File: config.mk
export PLATFORM = sky130hd
export DESIGN_NAME = cordic_result_collector_flat
export DESIGN_NICKNAME = d
export VERILOG_FILES = /design/src/rtl/cordic_result_collector_pkg.sv /design/src/rtl/cordic_result_collector_if.sv /design/src/rtl/cordic_result_collector_fifo.sv /design/src/rtl/cordic_result_collector.sv /design/src/flat_wrapper.sv
export SDC_FILE = /design/constraint.sdc
export NUM_CORES = 1
export LEC_CHECK = 0
export CORE_ASPECT_RATIO = 2
export CORE_UTILIZATION = 64
export DETAILED_ROUTE_END_ITERATION = 10
export GPL_TIMING_DRIVEN = 0
export PLACE_DENSITY = 0.84
export SLEW_MARGIN = 20
export SYNTH_ARGS = -nofsm -noshare
export SYNTH_HDL_FRONTEND = slang
export SYNTH_SLANG_ARGS = --single-unit
export TNS_END_PERCENT = 30
File: constraint.sdc
create_clock -name clock -period 6.5 [get_ports clock]
set_input_delay 0.65 -clock clock [delete_from_list [all_inputs] [get_ports clock]]
set_output_delay 0.65 -clock clock [all_outputs]
set_load 0.005 [all_outputs]
File: src/rtl/cordic_result_collector_pkg.sv
// Shared constants and types for the CORDIC result collector slice.
// Holds the fixed-point format, mode encodings, pipeline latency and the result record.
package cordic_pkg;

  localparam int unsigned FXP_W          = 16;
  localparam int unsigned FXP_FRAC       = 8;
  localparam int unsigned CORDIC_LATENCY = 10;
  localparam int unsigned CORDIC_TAG_W   = 4;

  typedef enum logic {
    MODE_ROTATE = 1'b0,
    MODE_PHASE  = 1'b1
  } cordic_mode_e;

  typedef struct packed {
    logic [FXP_W-1:0]        x;
    logic [FXP_W-1:0]        y;
    cordic_mode_e            mode;
    logic [CORDIC_TAG_W-1:0] tag;
  } cordic_result_t;

  function automatic int unsigned result_width(input int unsigned tag_w);
    return 2 * FXP_W + 1 + tag_w;
  endfunction

endpackage

File: src/rtl/cordic_result_collector_if.sv
// Issue and result handshake bundle between requester, CORDIC outputs and consumer.
// The collector uses the slave modport; the requester/consumer side uses master.
interface cordic_result_collector_if
  import cordic_pkg::*;
#(
  parameter int unsigned TAG_W = 4
);

  logic             issue_valid;
  logic             issue_ready;
  logic             issue_mode;
  logic [TAG_W-1:0] issue_tag;
  logic [FXP_W-1:0] cordic_x;
  logic [FXP_W-1:0] cordic_y;

  logic             out_valid;
  logic             out_ready;
  logic [FXP_W-1:0] out_x;
  logic [FXP_W-1:0] out_y;
  logic             out_mode;
  logic [TAG_W-1:0] out_tag;

  modport slave (
    input  issue_valid, issue_mode, issue_tag, cordic_x, cordic_y, out_ready,
    output issue_ready, out_valid, out_x, out_y, out_mode, out_tag
  );

  modport master (
    output issue_valid, issue_mode, issue_tag, cordic_x, cordic_y, out_ready,
    input  issue_ready, out_valid, out_x, out_y, out_mode, out_tag
  );

endinterface

File: src/rtl/cordic_result_collector_fifo.sv
// Result FIFO with first-word presentation; when empty the last popped word is held on o_data.
// DEPTH must be a power of two so the pointers wrap naturally.
module cordic_result_fifo #(
  parameter int unsigned DEPTH = 8,
  parameter int unsigned WIDTH = 37
) (
  input  logic                       clock,
  input  logic                       reset,
  input  logic                       i_push,
  input  logic [WIDTH-1:0]           i_data,
  input  logic                       i_pop,
  output logic [WIDTH-1:0]           o_data,
  output logic                       o_empty,
  output logic                       o_full,
  output logic [$clog2(DEPTH+1)-1:0] o_count
);

  localparam int unsigned AW = $clog2(DEPTH);
  localparam int unsigned CW = $clog2(DEPTH + 1);

  logic [WIDTH-1:0] r_mem [DEPTH];
  logic [AW-1:0]    r_wr_ptr;
  logic [AW-1:0]    r_rd_ptr;
  logic [CW-1:0]    r_count;
  logic [WIDTH-1:0] r_last;
  logic             w_do_push;
  logic             w_do_pop;

  assign o_empty   = (r_count == '0);
  assign o_full    = (r_count == CW'(DEPTH));
  assign o_count   = r_count;
  assign w_do_pop  = i_pop && !o_empty;
  assign w_do_push = i_push && (!o_full || w_do_pop);
  assign o_data    = o_empty ? r_last : r_mem[r_rd_ptr];

  // Storage needs no reset: it is only observed through r_last or a valid head.
  always_ff @(posedge clock) begin
    if (w_do_push) begin
      r_mem[r_wr_ptr] <= i_data;
    end
  end

  always_ff @(posedge clock or posedge reset) begin
    if (reset) begin
      r_wr_ptr <= '0;
      r_rd_ptr <= '0;
      r_count  <= '0;
      r_last   <= '0;
    end else begin
      if (w_do_push) begin
        r_wr_ptr <= r_wr_ptr + AW'(1);
      end
      if (w_do_pop) begin
        r_rd_ptr <= r_rd_ptr + AW'(1);
        r_last   <= r_mem[r_rd_ptr];
      end
      if (w_do_push && !w_do_pop) begin
        r_count <= r_count + CW'(1);
      end else if (!w_do_push && w_do_pop) begin
        r_count <= r_count - CW'(1);
      end
    end
  end

endmodule

File: src/rtl/cordic_result_collector.sv
// Tracks issues through the fixed CORDIC latency, captures results and buffers them credit-gated.
// Optional CORDIC_COLLECT_ERR_EN adds err_sticky for protocol violations and overflow attempts.
module cordic_result_collector
  import cordic_pkg::*;
#(
  parameter int unsigned LATENCY = CORDIC_LATENCY,
  parameter int unsigned DEPTH   = 8,
  parameter int unsigned TAG_W   = 4
) (
  input  logic                      clock,
  input  logic                      reset,
  cordic_result_collector_if.slave  bus,
  output logic [3:0]                inflight
`ifdef CORDIC_COLLECT_ERR_EN
  ,
  output logic                      err_sticky
`endif
);

  localparam int unsigned DW  = result_width(TAG_W);
  localparam int unsigned CW  = $clog2(DEPTH + LATENCY + 1);
  localparam int unsigned FCW = $clog2(DEPTH + 1);

  logic [LATENCY-1:0] r_dl_vld;
  logic [LATENCY-1:0] r_dl_mode;
  logic [TAG_W-1:0]   r_dl_tag [LATENCY];
  logic [CW-1:0]      r_inflight;

  logic               w_fire;
  logic               w_ret;
  logic               w_push;
  logic               w_pop;
  logic               w_full;
  logic               w_empty;
  logic [FCW-1:0]     w_fifo_count;
  logic [DW-1:0]      w_push_data;
  logic [DW-1:0]      w_head;

  // Credits count both buffered and in-flight results, so a pop frees one only next cycle.
  assign bus.issue_ready = (32'(w_fifo_count) + 32'(r_inflight)) < DEPTH;
  assign w_fire          = bus.issue_valid && bus.issue_ready;
  assign w_ret           = r_dl_vld[LATENCY-1];
  assign w_pop           = bus.out_valid && bus.out_ready;
  assign w_push          = w_ret && (!w_full || w_pop);
  assign w_push_data     = {bus.cordic_x, bus.cordic_y, r_dl_mode[LATENCY-1], r_dl_tag[LATENCY-1]};
  assign inflight        = 4'(r_inflight);

  always_ff @(posedge clock or posedge reset) begin
    if (reset) begin
      r_dl_vld  <= '0;
      r_dl_mode <= '0;
      for (int unsigned i = 0; i < LATENCY; i++) begin
        r_dl_tag[i] <= '0;
      end
    end else begin
      r_dl_vld[0]  <= w_fire;
      r_dl_mode[0] <= bus.issue_mode;
      r_dl_tag[0]  <= bus.issue_tag;
      for (int unsigned i = 1; i < LATENCY; i++) begin
        r_dl_vld[i]  <= r_dl_vld[i-1];
        r_dl_mode[i] <= r_dl_mode[i-1];
        r_dl_tag[i]  <= r_dl_tag[i-1];
      end
    end
  end

  always_ff @(posedge clock or posedge reset) begin
    if (reset) begin
      r_inflight <= '0;
    end else if (w_fire && !w_ret) begin
      r_inflight <= r_inflight + CW'(1);
    end else if (!w_fire && w_ret) begin
      r_inflight <= r_inflight - CW'(1);
    end
  end

  cordic_result_fifo #(
    .DEPTH (DEPTH),
    .WIDTH (DW)
  ) u_fifo (
    .clock   (clock),
    .reset   (reset),
    .i_push  (w_push),
    .i_data  (w_push_data),
    .i_pop   (w_pop),
    .o_data  (w_head),
    .o_empty (w_empty),
    .o_full  (w_full),
    .o_count (w_fifo_count)
  );

  assign bus.out_valid = !w_empty;
  assign {bus.out_x, bus.out_y, bus.out_mode, bus.out_tag} = w_head;

`ifdef CORDIC_COLLECT_ERR_EN
  logic r_err;

  always_ff @(posedge clock or posedge reset) begin
    if (reset) begin
      r_err <= 1'b0;
    end else if ((bus.issue_valid && !bus.issue_ready) || (w_ret && w_full && !w_pop)) begin
      r_err <= 1'b1;
    end
  end

  assign err_sticky = r_err;
`endif

endmodule

File: src/flat_wrapper.sv
// flat-port wrapper written by rule: the top's interface ports become plain ports
module cordic_result_collector_flat import cordic_pkg::*;
#(
  parameter int unsigned LATENCY = CORDIC_LATENCY,
  parameter int unsigned DEPTH   = 8,
  parameter int unsigned TAG_W   = 4
)
  (clock, reset, inflight, bus_issue_valid, bus_issue_mode, bus_issue_tag, bus_cordic_x, bus_cordic_y, bus_out_ready, bus_issue_ready, bus_out_valid, bus_out_x, bus_out_y, bus_out_mode, bus_out_tag);
  cordic_result_collector_if #(.TAG_W(TAG_W)) bus_i ();
  input  logic clock;
  input  logic reset;
  output logic [3:0] inflight;
  input wire logic [$bits(bus_i.issue_valid)-1:0] bus_issue_valid;
  input wire logic [$bits(bus_i.issue_mode)-1:0] bus_issue_mode;
  input wire logic [$bits(bus_i.issue_tag)-1:0] bus_issue_tag;
  input wire logic [$bits(bus_i.cordic_x)-1:0] bus_cordic_x;
  input wire logic [$bits(bus_i.cordic_y)-1:0] bus_cordic_y;
  input wire logic [$bits(bus_i.out_ready)-1:0] bus_out_ready;
  output wire logic [$bits(bus_i.issue_ready)-1:0] bus_issue_ready;
  output wire logic [$bits(bus_i.out_valid)-1:0] bus_out_valid;
  output wire logic [$bits(bus_i.out_x)-1:0] bus_out_x;
  output wire logic [$bits(bus_i.out_y)-1:0] bus_out_y;
  output wire logic [$bits(bus_i.out_mode)-1:0] bus_out_mode;
  output wire logic [$bits(bus_i.out_tag)-1:0] bus_out_tag;
  assign bus_i.issue_valid = bus_issue_valid;
  assign bus_i.issue_mode = bus_issue_mode;
  assign bus_i.issue_tag = bus_issue_tag;
  assign bus_i.cordic_x = bus_cordic_x;
  assign bus_i.cordic_y = bus_cordic_y;
  assign bus_i.out_ready = bus_out_ready;
  assign bus_issue_ready = bus_i.issue_ready;
  assign bus_out_valid = bus_i.out_valid;
  assign bus_out_x = bus_i.out_x;
  assign bus_out_y = bus_i.out_y;
  assign bus_out_mode = bus_i.out_mode;
  assign bus_out_tag = bus_i.out_tag;
  cordic_result_collector #(.LATENCY(LATENCY), .DEPTH(DEPTH), .TAG_W(TAG_W)) u_core (.clock(clock), .reset(reset), .bus(bus_i), .inflight(inflight));
endmodule
* After elaboration in Yosys (flattened, before gate mapping)
Memories as Yosys holds them, arrays and structs flattened. Index checks and enable logic that the tools add are counted. Widths: inputs -> output; s select.
Operators by class: $add $sub $neg 7, order comparisons 1, eq/ne operators 1, muxes and demuxes 7, reductions and logical operators 20
Operator list (count):
- $mux 37 | 1
- $lt 32x4->1 const B | 1
- $mux 5 | 2
- $logic_and 1x1->1 | 9
- $mux 4 | 2
- $add 3x1->3 const B | 2
- $add 4x5->6 | 1
- $logic_not 1->1 | 6
- $add 5x1->5 const B | 1
- $sub 5x1->5 const B | 1
- $add 4x1->4 const B | 1
- $eq 4x4->1 const B | 1
- $logic_not 4->1 | 1
- $reduce_bool 2->1 | 2
- $sub 4x1->4 const B | 1
- $logic_or 1x1->1 | 2
- $mux 1 | 2
Word-level totals: register bits 112, bits in writable memories 296, output and inout port bits 43, memories 1
Memories:
- u_core.u_fifo.r_mem | depth 8, width 37, read ports 1, clocked after Yosys merged registers in 0, write ports 1, RTL line cordic_result_collector_fifo.sv:21 | logic [WIDTH-1:0] r_mem [DEPTH];

* Longest topological paths before layout
Gate-level depths: netlist (run 1).
depth in word-level cells 10, gate-level depth with buffers 13, gate-level depth less buffers 11

* By module
Synthesis (run 1) repeated with hierarchy kept, for this count alone.
Second synthesis, totals: cell total of the unflattened synthesis 934, area, all modules 15632.5 µm²
Modules (own cells, without submodules):
- cordic_result_fifo | times used 1, cells an instance 819, area an instance 13626.8 µm², seq. area each 10064.7 µm²
- cordic_result_collector | times used 1, cells an instance 115, area an instance 2005.7 µm², seq. area each 1626.6 µm²

* Least setup slack after synthesis (run 1)
OpenSTA, ideal clock, no wires.
path type input port to flip-flop, start input bus_out_ready, end memory u_core.u_fifo.r_mem[0][0] (enable), arrival 3.576 ns, required time 6.023 ns, setup slack 2.447 ns, stages 5, path buffers 0, cell sequence nand2b_1 o21ai_1 inv_2 nand2b_1 nor3_1
On the way: word-level cells in the longest chain between the ends 6
Ends and longest elaborated chain:
- start: declaration | RTL line flat_wrapper.sv:18 | input wire logic [$bits(bus_i.out_ready)-1:0] bus_out_ready;
- $logic_and 1x1->1 * | RTL line cordic_result_collector.sv:43 | assign w_pop = bus.out_valid && bus.out_ready;
- $logic_or 1x1->1 / $logic_and 1x1->1 (equally long branches) | RTL line cordic_result_collector.sv:44, cordic_result_collector_fifo.sv:32
- $logic_and 1x1->1 / $logic_or 1x1->1 (equally long branches) | RTL line cordic_result_collector.sv:44, cordic_result_collector_fifo.sv:33
- $logic_and 1x1->1 * | RTL line cordic_result_collector_fifo.sv:33 | assign w_do_push = i_push && (!o_full || w_do_pop);
- net u_core.u_fifo.w_do_push | RTL line cordic_result_collector_fifo.sv:26 | logic w_do_push;
- $mux 1 * | RTL line cordic_result_collector_fifo.sv:38 | if (w_do_push) begin
- $mux 1 (not written as such) * | RTL line cordic_result_collector_fifo.sv:39 | r_mem[r_wr_ptr] <= i_data;
- end: declaration | RTL line cordic_result_collector_fifo.sv:21
The timed path passes the listed nets; every way through them passes the cells marked *.

* Final worst setup path (run 1)
start register u_core.u_fifo.r_rd_ptr[2], end output bus_out_x[10]
On the way: word-level cells in the longest chain between the ends 2
Ends and longest elaborated chain:
- start: declaration | RTL line cordic_result_collector_fifo.sv:23 | logic [AW-1:0] r_rd_ptr;
- start signal: assignment | RTL line cordic_result_collector_fifo.sv:54 | r_rd_ptr <= r_rd_ptr + AW'(1);
- $mem_v2 8x37
- $mux 37 | RTL line cordic_result_collector_fifo.sv:34 | assign o_data = o_empty ? r_last : r_mem[r_rd_ptr];
- end: declaration | RTL line flat_wrapper.sv:21 | output wire logic [$bits(bus_i.out_x)-1:0] bus_out_x;
No other way between the ends.

==> results.sh, run 1 <==
export IMPL_outcome="finished with violations"
export IMPL_violations="DRC"
export IMPL_pwr_share_seq_pct=60.1
export IMPL_arrival_ns=3.30
export IMPL_dieArea_um2=24900
export IMPL_dp_cells=1314
export IMPL_grt_pass1_vias=9351
export IMPL_power_density_nw_per_um2=260
export IMPL_synth_seq_cells=408
export IMPL_drv_cap=0
export IMPL_clock_latency_ns=0.56
export IMPL_cts_root_buffer="clkbuf_16"
export IMPL_total_power_w=0.00469
export IMPL_finalNonFillerCells=1372
export IMPL_synth_adder_area_share_pct=1.22
export IMPL_slew_violations=0
export IMPL_crit_type="flip-flop to output pin"
export IMPL_clkTransAtPathRegs_ns=0.07
export IMPL_drc=3
export IMPL_ys_flop_type="edfxtp_1"
export IMPL_r2r_start="u_core.u_fifo.o_count[0]"
export IMPL_synthTopCellsByArea="edfxtp_1 57%, dfrtp_1 18%, mux2i_1 4.9%"
export IMPL_clockPowerShare_pct=38.7
export IMPL_end_kind="output pin"
export IMPL_crit_required_ns=5.85
export IMPL_ir_drop_mv=0.256
export IMPL_synth_cells=925
export IMPL_synth_top_area_cell="edfxtp_1"
export IMPL_period_minus_slack_ns=3.95
export IMPL_rsz0062_at_grt="no"
export IMPL_grt_pass1_wl_um=51400
export IMPL_grt_use_total_pct=28.0
export IMPL_gp_congestion=0.778
export IMPL_num_vias=8709
export IMPL_core_area_um2=23800
export IMPL_hold_viol=0
export IMPL_hold_start="u_core.r_dl_tag[6]"
export IMPL_max_stage_delay_ns=0.57
export IMPL_clkSinkCount=408
export IMPL_p_sw_w=0.000879
export IMPL_post_cts_buffers=0
export IMPL_cts_hold_buf=0
export IMPL_synthTopCellsByCount="296 x edfxtp_1, 112 x dfrtp_1, 90 x nand2_1, 76 x mux2i_1, 75 x o21ai_1"
export IMPL_wl_um=33700
export IMPL_antenna_found_initial=2
export IMPL_io_buffers=83
export IMPL_synthSimpleGateAreaFrac_pct=3.15
export IMPL_layout_drive_gt1_share_pct=13.9
export IMPL_wl_per_cell_um=24.6
export IMPL_r2r_slack_ns=3.02
export IMPL_worst_setup_path_start_kind="flip-flop"
export IMPL_hpwl_um=21100
export IMPL_first_iter_violations=836
export IMPL_yosysSeqAreaShare_pct=75.3
export IMPL_max_freq_ghz=0.253
export IMPL_synth_warnings=0
export IMPL_power_frac_comb_pct=1.3
export IMPL_vias_per_cell=6.35
export IMPL_synth_xor_area_share_pct=0.451
export IMPL_synthToLayoutAreaGrowth_pct=16.2
export IMPL_htreeDepth=1
export IMPL_synth_edf_count=296
export IMPL_slowest_stage="clkbuf_1"
export IMPL_syn_nets=980
export IMPL_setup_viol=0
export IMPL_num_rows=80
export IMPL_synth_top_family_by_area="multiplexers"
export IMPL_finClkSkew_ns=0.0126
export IMPL_synthMuxAreaShare_pct=10.5
export IMPL_overflow=0
export IMPL_design_portCount=84
export IMPL_grt_max_degree=75
export IMPL_p_int_w=0.00381
export IMPL_layout_nets=1114
export IMPL_power_switching_share_pct=18.7
export IMPL_clock_path_buffers=3
export IMPL_cts_tree="yes"
export IMPL_syn_avg_cell_area_um2=16.8
export IMPL_dieHeight_um=222
export IMPL_start_util_pct=65.2
export IMPL_synth_top_area_share_pct=57.2
export IMPL_async_reset_ff_share_pct=27.5
export IMPL_cts_resized_gates=0
export IMPL_ys_types=38
export IMPL_slew_headroom_pct=37.7
export IMPL_first_pass_iters=10
export IMPL_path_cells="nand2_1 > clkbuf_1 > o22ai_1 > a221o_1 > o21ai_1 > clkdlybuf4s50_1"
export IMPL_yosysMostFrequentCell="edfxtp_1"
export IMPL_hold_path_class="flip-flop to flip-flop"
export IMPL_worst_pin_slew_ns=0.931
export IMPL_antenna_left=0
export IMPL_power_leakage_nw=6.21
export IMPL_worstPathMaxFanout=10
export IMPL_period_share_pct=60.8
export IMPL_die_w_um=112
export IMPL_syn_area_um2=15500
export IMPL_crit_start="u_core.u_fifo.r_rd_ptr[2]"
export IMPL_cts_buffers=30
export IMPL_synth_compound_area_share_pct=6.99
## per-stage QoR
step | area, um^2 | setup slack, ns | setup TNS [ns] | utilization, % | hold WS, ns
after floorplan | 15500 | 2.45 | 0 | - | 0.331
after global placement | 16700 | -0.867 | -63.01 | 70.2 | 0.331
after detailed placement | 17100 | 2.78 | 0 | 71.7 | 0.335
after CTS | 18000 | 2.53 | 0 | 75.7 | 0.352
after global routing | 18000 | 2.43 | 0 | 75.8 | 0.354
final | 18000 | 2.55 | 0 | 75.8 | 0.348
## layout make-up
cell class              instances  area (um^2)
diodes                          2         5.00
plain buffers                  53          357
clock buffers                  46          883
clock inverters                10         76.3
fillers                      1359         5770
inverters                       6         27.5
multi-input cells             458         3520
flip-flops and latches        408        11700
well taps                     287          359
repair buffers                102         1130
## worst paths after layout
path / endpoint / depth (start not counted)
worst max-delay path: bus_out_x[10] / 6
worst min-delay path: u_core.r_dl_tag[2] / 0
worst max register to register: u_core.u_fifo.o_count[3] / 12
worst min register to register: u_core.r_dl_tag[2] / 0
max in group asynchronous: u_core.u_fifo.r_last[15] / 3
min in group asynchronous: u_core.r_dl_tag[37] / 2
## routing by layer
metal  global-route usage [%]  vias to the layer above  part of all wire (%)
met4                     15.9                        0                   4.3
met2                     48.0                      454                    52
met1                     34.1                     4344                    37
met3                     4.12                      103                   6.6
li1                         -                     3808                     -
met5                        0                        -                     0
## logic make-up after synthesis
group | after synthesis
xor+xnor | 8
flops | 408
fa+ha+maj | 14
simple gates | 117
buf+inv | 59
compound gates | 166
mux | 153
## cell usage in the layout, fill, tap and decap left out, types with 3 or more instances in the layout
| master | Yosys | layout |
|---|---|---|
| inv_1 | 4 | 3 |
| nor3_1 | 8 | 6 |
| buf_12 | 1 | 5 |
| clkbuf_16 | 0 | 32 |
| buf_4 | 9 | 17 |
| buf_2 | 11 | 11 |
| clkbuf_8 | 0 | 3 |
| mux2_2 | 43 | 43 |
| buf_16 | 0 | 5 |
| o22ai_1 | 37 | 37 |
| nand2b_1 | 5 | 5 |
| a21oi_1 | 4 | 4 |
| mux2_1 | 34 | 34 |
| clkinv_2 | 0 | 5 |
| buf_8 | 5 | 5 |
| clkdlybuf4s50_1 | 0 | 83 |
| nor2_4 | 1 | 7 |
| clkbuf_1 | 20 | 31 |
| dfrtp_1 | 112 | 112 |
| a221o_1 | 37 | 37 |
| o21ai_0 | 5 | 5 |
| nand2_1 | 90 | 90 |
| ha_1 | 12 | 12 |
| o21ai_1 | 75 | 75 |
| edfxtp_1 | 296 | 296 |
| a21o_1 | 3 | 3 |
| buf_6 | 5 | 7 |
| xnor2_1 | 7 | 7 |
| mux2i_1 | 76 | 76 |
## sequential cells by signal, indices dropped and copies added, names as in the netlist
signal                  flops
u_core.u_fifo.r_last       37
u_core.r_inflight           5
u_core.r_dl_mode           10
u_core.r_dl_vld            10
u_core.u_fifo.r_mem       296
u_core.u_fifo.r_wr_ptr      3
u_core.r_dl_tag            40
u_core.u_fifo.o_count       4
u_core.u_fifo.r_rd_ptr      3
## power groups by stage
stage | sequential, W | clock [W] | combinational [W]
6_report | 0.00282 | 0.00181 | 0.0000588
5_1_grt | 0.00282 | 0.00192 | 0.0000653
4_1_cts | 0.00282 | 0.00184 | 0.0000595
3_5_place_dp | 0.00287 | 0 | 0.0000590
3_3_place_gp | 0.00287 | 0 | 0.0000531
2_1_floorplan | 0.00287 | 0 | 0.0000102
## worst max-delay path: cells and delay by family, from the launching register on
kind | cells | cell delay, ns
buf+inv | 2 | 1.12
compound gates | 3 | 0.74
flops | 1 | 0.44
simple gates | 1 | 0.42
(Power assumes the default switching activity.)
==> inputs of run 2 (changes only) <==
--- a/config.mk
+++ b/config.mk
@@ -6,10 +6,10 @@
 export NUM_CORES = 1
 export LEC_CHECK = 0
 export CORE_ASPECT_RATIO = 2
-export CORE_UTILIZATION = 64
+export CORE_UTILIZATION = 59
 export DETAILED_ROUTE_END_ITERATION = 10
 export GPL_TIMING_DRIVEN = 0
-export PLACE_DENSITY = 0.84
+export PLACE_DENSITY = 0.79
 export SLEW_MARGIN = 20
 export SYNTH_ARGS = -nofsm -noshare
 export SYNTH_HDL_FRONTEND = slang
==> constraint.sdc (replaced) <==
create_clock -name clock -period 3.85 [get_ports clock]
set_input_delay 0.385 -clock clock [delete_from_list [all_inputs] [get_ports clock]]
set_output_delay 0.385 -clock clock [all_outputs]
set_load 0.005 [all_outputs]
==> results.sh, run 2 (same netlist as run 1, synthesis figures left out) <==
export IMPL_outcome="completed"
export IMPL_dieHeight_um=231
export IMPL_layout_drive_gt1_share_pct=14.5
export IMPL_worst_slack_ns=0.184
export IMPL_end_kind="output pin"
export IMPL_period_minus_slack_ns=3.67
export IMPL_layout_nets=1117
export IMPL_clkSinkCount=408
export IMPL_slew_headroom_pct=36.7
export IMPL_fillers=1655
export IMPL_dieArea_um2=27000
export IMPL_wl_um=33000
export IMPL_top_regs="u_core.u_fifo.r_mem: 296 flops, u_core.r_dl_tag: 40 flops, u_core.u_fifo.r_last: 37 flops"
export IMPL_vias_per_cell=5.97
export IMPL_clock_path_buffers=3
export IMPL_slew_violations=0
export IMPL_finalNonFillerCells=1429
export IMPL_arrival_ns=3.28
export IMPL_mostFrequentLayoutCell="edfxtp_1"
export IMPL_wl_per_cell_um=23.1
export IMPL_period_share_pct=95.2
export IMPL_multi_input_area_um2=3520
export IMPL_drc=0
export IMPL_power_leakage_nw=6.27
export IMPL_grt_use_total_pct=25.8
export IMPL_hold_viol=0
export IMPL_grt_pass1_wl_um=49900
export IMPL_grt_pass1_vias=8891
export IMPL_max_freq_ghz=0.273
export IMPL_cts_buffers=34
export IMPL_clkTransAtPathRegs_ns=0.07
export IMPL_worst_setup_path_start_kind="flip-flop"
export IMPL_gp_congestion=0.789
export IMPL_timing_hold_ws_ns=0.289
export IMPL_core_area_um2=25800
export IMPL_crit_type="flip-flop to output pin"
export IMPL_first_iter_violations=829
export IMPL_io_buffers=83
export IMPL_htreeDepth=2
export IMPL_synthToLayoutAreaGrowth_pct=17.5
export IMPL_largest_reg_flops=296
export IMPL_num_vias=8528
export IMPL_design_portCount=84
export IMPL_cts_tree="yes"
export IMPL_post_cts_buffers=0
export IMPL_hold_path_class="input port to async pin"
export IMPL_ir_drop_mv=0.391
export IMPL_worst_pin_slew_ns=0.945
export IMPL_pre_cts_slack_ns=0.354
export IMPL_drv_cap=0
export IMPL_antenna_left=0
export IMPL_cts_root_buffer="clkbuf_16"
export IMPL_crit_required_ns=3.46
export IMPL_regArea_um2=11700
export IMPL_setup_viol=0
export IMPL_cts_hold_buf=0
export IMPL_first_pass_iters=7
export IMPL_finClkSkew_ns=0.0149
export IMPL_top_register="u_core.u_fifo.r_mem"
export IMPL_start_util_pct=60.3
export IMPL_hpwl_um=21400
export IMPL_antenna_found_initial=1
export IMPL_rsz0062_at_grt="no"
export IMPL_num_rows=83
export IMPL_die_w_um=117
export IMPL_power_density_nw_per_um2=451
export IMPL_final_cell_mix="296 x edfxtp_1, 112 x dfrtp_1, 90 x nand2_1, 83 x clkdlybuf4s50_1, 76 x mux2i_1"
export IMPL_clock_latency_ns=0.51
export IMPL_grt_max_degree=64
export IMPL_overflow=0
export IMPL_worstPathMaxFanout=10
export IMPL_dp_cells=1366
export IMPL_cts_resized_gates=0
==> run 2: cell count changes in the layout (fill, tap and decap cells not counted), sizes merged <==
cell | before | now
clkinv | 7 | 11
diode | 2 | 1
buf | 52 | 51
clkinvlp | 1 | 3
==> run 2: power by group <==
| group | internal [W] | switching (W) | total [W] |
|---|---|---|---|
| combinational | 0.0000393 | 0.0000592 | 0.0000986 |
| sequential | 0.00474 | 0.0000127 | 0.00476 |
| clock | 0.00190 | 0.00148 | 0.00338 |
| total | 0.00669 | 0.00155 | 0.00824 |
==> run 2: layout make-up <==
class,instances,share of cell area (%)
timing repair buffer,101,6.12
inverter,6,0.151
sequential,408,64.0
clock buffer,46,5.48
tap,340,2.33
buffer,53,1.95
multi-input combinational,458,19.3
antenna,1,0.0137
clock inverter,16,0.617
==> run 2: metrics by stage <==
stage	setup TNS [ns]	cell area (um^2)	utilization, %	total power (W)
after floorplan	-1.53	15500	-	0.00486
after global placement	-534.80	16800	65.2	0.00494
after detailed placement	0	17100	66.6	0.00495
after CTS	0	18300	70.9	0.00827
after global routing	0	18300	70.9	0.00845
final	0	18300	70.9	0.00824
==> run 2: layer usage <==
layer | vias to the layer above | part of all wire, % | track usage [%]
met4 | 0 | 3.8 | 12.1
met2 | 328 | 55 | 46.0
met1 | 4319 | 36 | 30.5
li1 | 3804 | - | -
met5 | - | 0 | 0
met3 | 77 | 5.6 | 3.27
==> run 2: path summary, 6_finish.rpt <==
kind,startpoint,endpoint,slack [ns],depth (start not counted)
max in group asynchronous,reset,u_core.u_fifo.r_last[10],2.91,3
min in group clock,bus_issue_tag[1],u_core.r_dl_tag[37],0.32,1
worst min-delay path,reset,u_core.r_dl_mode[1],0.29,2
worst min register to register,u_core.r_dl_tag[13],u_core.r_dl_tag[9],0.34,0
worst max register to register,u_core.u_fifo.o_count[3],u_core.r_inflight[4],0.36,10
worst max-delay path,u_core.u_fifo.r_rd_ptr[2],bus_out_x[10],0.18,6
==> run 2: critical path: stages (launching register included) <==
cell and delay [ns]:
dfrtp_1 0.43, nand2_1 0.40, clkbuf_1 0.57, o22ai_1 0.20, a221o_1 0.33, o21ai_1 0.28, clkdlybuf4s50_1 0.56
